==> src/rtl/pipe_dff.sv <==
// pipe_dff: stallable, flushable WIDTH x DEPTH register pipeline with per-stage
// valid bits, a selectable tap output and a registered occupancy count.
module pipe_dff #(
  parameter int WIDTH = 8,
  parameter int DEPTH = 4,
  parameter logic [WIDTH-1:0] RESET_VALUE = {WIDTH{1'b0}},
  localparam int TAP_W = (DEPTH > 1) ? $clog2(DEPTH) : 1,
  localparam int CNT_W = $clog2(DEPTH + 1)
) (
  input  logic             clk,
  input  logic             rst,
  input  logic             en,
  input  logic             flush,
  input  logic [WIDTH-1:0] d,
  input  logic             d_valid,
  input  logic [TAP_W-1:0] tap_sel,
  output logic [WIDTH-1:0] q,
  output logic             q_valid,
  output logic [WIDTH-1:0] tap_q,
  output logic             tap_valid,
  output logic [CNT_W-1:0] count
);

  localparam logic [CNT_W-1:0] CNT_ONE = CNT_W'(1);

  logic [WIDTH-1:0] data_r [DEPTH];
  logic [DEPTH-1:0] vld_r;
  logic [CNT_W-1:0] count_r;
  logic [CNT_W-1:0] count_nxt_s;

  // Occupancy after a shift: one entry enters stage 0, one leaves the last stage.
  always_comb begin
    count_nxt_s = count_r;
    case ({d_valid, vld_r[DEPTH-1]})
      2'b10:   count_nxt_s = count_r + CNT_ONE;
      2'b01:   count_nxt_s = count_r - CNT_ONE;
      default: count_nxt_s = count_r;
    endcase
  end

  // Stage and count registers; flush outranks shift, shift outranks hold.
  always_ff @(posedge clk or posedge rst) begin
    if (rst) begin
      for (int i = 0; i < DEPTH; i++) data_r[i] <= RESET_VALUE;
      vld_r   <= {DEPTH{1'b0}};
      count_r <= {CNT_W{1'b0}};
    end else if (flush) begin
      for (int i = 0; i < DEPTH; i++) data_r[i] <= RESET_VALUE;
      vld_r   <= {DEPTH{1'b0}};
      count_r <= {CNT_W{1'b0}};
    end else if (en) begin
      data_r[0] <= d;
      vld_r[0]  <= d_valid;
      for (int i = 1; i < DEPTH; i++) begin
        data_r[i] <= data_r[i-1];
        vld_r[i]  <= vld_r[i-1];
      end
      count_r <= count_nxt_s;
    end else begin
      count_r <= count_r;
    end
  end

  // Tap mux reads stage registers only; out-of-range selects give the reset value.
  always_comb begin
    tap_q     = RESET_VALUE;
    tap_valid = 1'b0;
    for (int i = 0; i < DEPTH; i++) begin
      if (tap_sel == TAP_W'(i)) begin
        tap_q     = data_r[i];
        tap_valid = vld_r[i];
      end else begin
        tap_q     = tap_q;
        tap_valid = tap_valid;
      end
    end
  end

  assign q       = data_r[DEPTH-1];
  assign q_valid = vld_r[DEPTH-1];
  assign count   = count_r;

endmodule

==> config.mk <==
export PLATFORM = sky130hd
export DESIGN_NAME = pipe_dff
export DESIGN_NICKNAME = d
export VERILOG_FILES = /design/src/rtl/pipe_dff.sv
export SDC_FILE = /design/constraint.sdc
export NUM_CORES = 1
export LEC_CHECK = 0
export CAP_MARGIN = 20
export CORE_MARGIN = 2
export CORE_UTILIZATION = 55
export CTS_CLUSTER_DIAMETER = 40
export DETAILED_ROUTE_END_ITERATION = 7
export PLACE_DENSITY = 0.92
export SLEW_MARGIN = 15
export SYNTH_ARGS = -nofsm -noshare
export SYNTH_HDL_FRONTEND = slang
export SYNTH_SLANG_ARGS = --single-unit
==> constraint.sdc <==
create_clock -name clk -period 6.8 [get_ports clk]
set_clock_uncertainty 0.15 [all_clocks]
set_input_delay 0.68 -clock clk [delete_from_list [all_inputs] [get_ports clk]]
set_output_delay 0.68 -clock clk [all_outputs]
set_load 0.02 [all_outputs]
# Word level (Yosys, flattened, before mapping)
# Cells that the tools add are included.
[totals]
ff_bits = 39
in_bits = 15
out_inout_bits = 21
wordCells = 32
[op_classes]
n_eq_ne = 5
n_mux = 15
addsub = 2
n_reduce_logical = 4
[ops]
columns = ["cell", "count"]
rows = [
  ["two-way mux 32 bit", 2],
  ["two-way mux 8 bit", 4],
  ["two-way mux 4 bit", 2],
  ["== test 2 bit (second input constant)", 3],
  ["two-way mux 3 bit", 2],
  ["one-hot mux 3 bit (2 select lines)", 1],
  ["== test 2 x 1 -> 1 bit (second input constant)", 2],
  ["two-way mux 1 bit", 4],
  ["adder 3 x 1 -> 3 bit (second input constant)", 1],
  ["nonzero test 3 bit", 1],
  ["subtractor 3 x 1 -> 3 bit (second input constant)", 1],
  ["logical NOT 2 bit", 1],
  ["AND reduction 2 bit", 1],
  ["nonzero test 2 bit", 1],
]

# Depth between registers and ports, before layout
[logic_depth]
ltp_word = 5
ltp_mapped = 6
depth_no_buf = 6

# Least setup slack after synthesis
# No wires, ideal clock.
[synth_timing]
path_kind = "in2reg"
start = "input port d_valid"
end = "register count_r[2] (netlist: count[2])"
n_path_buf = 0
slack_ns = 4.326
stages = 6
arrival_ns = 2.197
setup_ns = 0.128
required_ns = 6.522
path_cell_list = "or2b_2 -> xnor2_1 -> ha_1 -> or4b_1 -> a21oi_1 -> mux2_1"
[synth_between]
elab_chain_len = 4
[synth_lines]
columns = ["element", "line_no", "text"]
rows = [
  ["start, declared", "15", "input logic d_valid,"],
  ["== test 2 x 1 -> 1 bit / == test 2 bit (equally long branches)", "34", "case ({d_valid, vld_r[DEPTH-1]})"],
  ["one-hot mux 3 bit (2 select lines)", "34", ""],
  ["two-way mux 3 bit", "51", "end else if (en) begin"],
  ["two-way mux 3 bit", "47", "end else if (flush) begin"],
  ["end signal, assigned", "46", "count_r <= {CNT_W{1'b0}};"],
  ["end signal, assigned", "50", "count_r <= {CNT_W{1'b0}};"],
  ["end signal, assigned", "58", "count_r <= count_nxt_s;"],
  ["end, declared", "28", "logic [CNT_W-1:0] count_r;"],
]
# Parallel ways exist; a longest one is shown, timed or not. The select of a mux whose other input is x is not followed.
# A chain may end at the register's enable or synchronous reset.

# Final worst setup path
[layout_timing]
start = "input port tap_sel[0]"
end = "output port tap_q[3]"
[layout_between]
elab_chain_len = 5
[layout_lines]
columns = ["element", "line_no", "text"]
rows = [
  ["start, declared", "16", "input logic [TAP_W-1:0] tap_sel,"],
  ["logical NOT 2 bit", "69", "if (tap_sel == TAP_W'(i)) begin"],
  ["two-way mux 8 bit (3 in a row)", "69", ""],
  ["two-way mux 8 bit *", "69", ""],
  ["end, declared", "19", "output logic [WIDTH-1:0] tap_q,"],
]
# Mark *: on every way between the ends. The rest lies on a longest branch, timed or not.

==> run_results.csv <==
group,metric,value,unit
setup_path,arrival,2.70,ns
finish,finalNetCount,198,
finish,n_antenna_cell,0,
yosys,seq_area_frac_synth,51.3,%
routing,wirelength,3.52,mm
routing,drc,0,
finish,final_cells,229,
routing,drtAntennaViolNets,0,
placement,io_buffers,35,
sta,maxSlewViolCount,0,
finish,syn2layout_area_growth,20.1,%
pwr,ir_worst_vdd,0.172,mV
sta,setup_viol,0,
global_routing,grt_overflow,0,
clock_network,holdBufCountCts,0,
setup_path,crit_path_end_kind,"output pin",
sta,slew_headroom,29.0,%
pwr,p_leak,1.08,nW
die,ioPinCount,36,
yosys,yosysTopAreaCell,"dfrtp_1",
sta,rsz0062_at_grt,"no",
yosys,ys_types,19,
yosys,netlist_instances,156,
placement,post_dp_cell_area,2220,sq um
clock_network,cts_resized,0,
sta,fin_crit,3.53,ns
setup_path,crit_type,"input port to output pin",
setup_path,crit_chain,"clkdlybuf4s50_1, mux4_2, clkdlybuf4s50_1",
die,row_count,21,
die,die_h,62.8,um
setup_path,crit_buf_inv,2,
yosys,ys_seq_elements,39,
clock_network,tritoncts,"done",
setup_path,path_delay_family,"buffers and inverters",
placement,place_ws,3.24,ns
setup_path,cp-start-kind,"input port",
setup_path,slowest_delay,0.87,ns
sta,fmax,283,MHz
yosys,synthTopCellsByArea,"dfrtp_1 (51%), mux2i_1 (19%), mux4_2 (11%)",
yosys,synth_fp_nets,172,
routing,wire_per_inst,15.4,um
yosys,yosysMostFrequentCell,"dfrtp_1",
sta,tns,0,ns
yosys,synth_commonest_cells,"dfrtp_1 (39), nor2_1 (37), mux2i_1 (36)",
yosys,synth_area,1900,sq um
min_path,hold_class,"flop to flop",
clock_network,root_buffer,"clkbuf_4",
yosys,avgSynthCellArea,12.2,sq um
placement,dp_hpwl,2.34,mm
global_routing,grt_pass1_wl,6.33,mm
run_status,run_status,"completed",
yosys,ys.flop_type,"dfrtp_1",
placement,place_congestion,0.741,
sta,fin_ws,3.27,ns
placement,place_inst,221,
die,die-area,3950,sq um
clock_network,max-clock-path-buffers,2,
finish,drive_gt1_share,10.9,%
clock_network,cts-buffers-inserted,5,
global_routing,grt_max_degree,41,
clock_network,cts_setup_buffers,0,
yosys,synthArstFlopShare,100,%
run,max-cap-violations,0,
yosys,netlist.area_leader.share,51.3,%
pwr,powerDensity,190,nW/um^2
die,initial_core_util,57.0,%
global_routing,gr-usage-all-layers,20.7,%
clock_network,h-tree-depth,2,
finish,fin_area,2280,sq um
clock_network,clock_latency,0.34,ns
routing,avgViaCountPerCell,5.37,
yosys,ys_warn_count,0,
routing,vias,1229,
setup_path,crit_path_frequent_cell,"clkdlybuf4s50_1",
die,chipWidth,62.8,um
sta,hold_viol_final,0,
setup_path,slowest_stage,"clkdlybuf4s50_1",
setup_path,cp.required,5.97,ns
setup_path,cp_max_fo,9,
yosys,synth_edf_count,0,
sta,tightest_slew,1.07,ns
sta,finalCritPeriodShare,52.0,%
clock_network,clock_sinks,39,
routing,drt_iter0_drc,84,
clock_network,clk_pin_slew,0.10,ns
global_routing,grt_pass1_vias,1285,
global_routing,antenna_found_initial,0,
die,core,3340,sq um
routing,dr.pass1.iters,4,
[flip-flops by register name, summed over array words and instances, names as in the netlist]
signal  count
count       3
vld_r       4
q           8
data_r     24
[cells by family (layout without fill, tap and decap cells)]
kind of cell	Yosys count	in the layout	share of synthesized area, %
AO/OA/AOI/OAI	5	5	1.31
adder cells (fa/ha/maj)	1	1	0.657
AND/OR/NAND/NOR	43	43	9.73
buffers and inverters	20	47	5.92
XOR/XNOR	2	2	0.921
flip-flops	39	39	51.3
multiplexers	46	46	30.2
[worst register-to-register path, cell delays in order, from the launching register on]
cell     delay, ns
dfrtp_1       0.48
or2b_2        0.33
xnor2_1       0.13
ha_1          0.20
or4b_1        0.48
a21oi_1       0.21
mux2_1        0.34
[layout make-up]
| type | count | area (sq um) |
|---|---|---|
| Clock buffer | 8 | 68.8 |
| Fill cell | 276 | 1050 |
| Inverter | 2 | 7.51 |
| Tap cell | 46 | 57.6 |
| Multi-Input combinational cell | 97 | 815 |
| Sequential cell | 39 | 976 |
| Timing Repair Buffer | 37 | 360 |
[power by group]
group,switching (mW),internal (mW),total (mW)
Combinational,0.0284,0.0279,0.0563
Clock,0.0728,0.0609,0.134
Sequential,0.00539,0.238,0.244
[stage by stage]
step	utilization, %	power [mW]	hold slack, ns
2_1_floorplan	-	0.284	0.353
3_3_place_gp	66.4	0.303	0.369
3_5_place_dp	66.4	0.305	0.384
4_1_cts	68.5	0.437	0.411
5_1_grt	68.5	0.455	0.441
6_report	68.5	0.434	0.400
[routing by layer]
layer | vias up | GRT usage [%] | share of wire [%]
met5 | - | 0 | 0
met4 | 0 | 5.00 | 1.1
met3 | 6 | 7.57 | 5.1
met2 | 28 | 33.7 | 51
met1 | 617 | 26.6 | 43
li1 | 578 | - | -
[layout by cell type (no fill, tap or decap), types with 2 or more instances in the layout]
cell	count
clkbuf_4	5
a21oi_1	3
clkbuf_8	2
dfrtp_1	39
mux4_2	9
buf_4	2
o21ai_0	2
mux2i_1	36
nand3b_1	2
clkdlybuf4s50_1	34
inv_1	2
xnor2_1	2
nor2_1	37
[final timing paths]
check	start	end	slack (ns)	depth (start not counted)
worst max register to register	vld_r[3]	count[2]	4.39	6
min in group asynchronous	rst	count[0]	0.59	3
worst min-delay path	q[1]	q[1]	0.40	2
max in group asynchronous	rst	data_r[25]	5.56	3
worst min register to register	q[1]	q[1]	0.40	2
worst max-delay path	tap_sel[0]	tap_q[3]	3.27	3
Power figures use the tool's default switching activity.
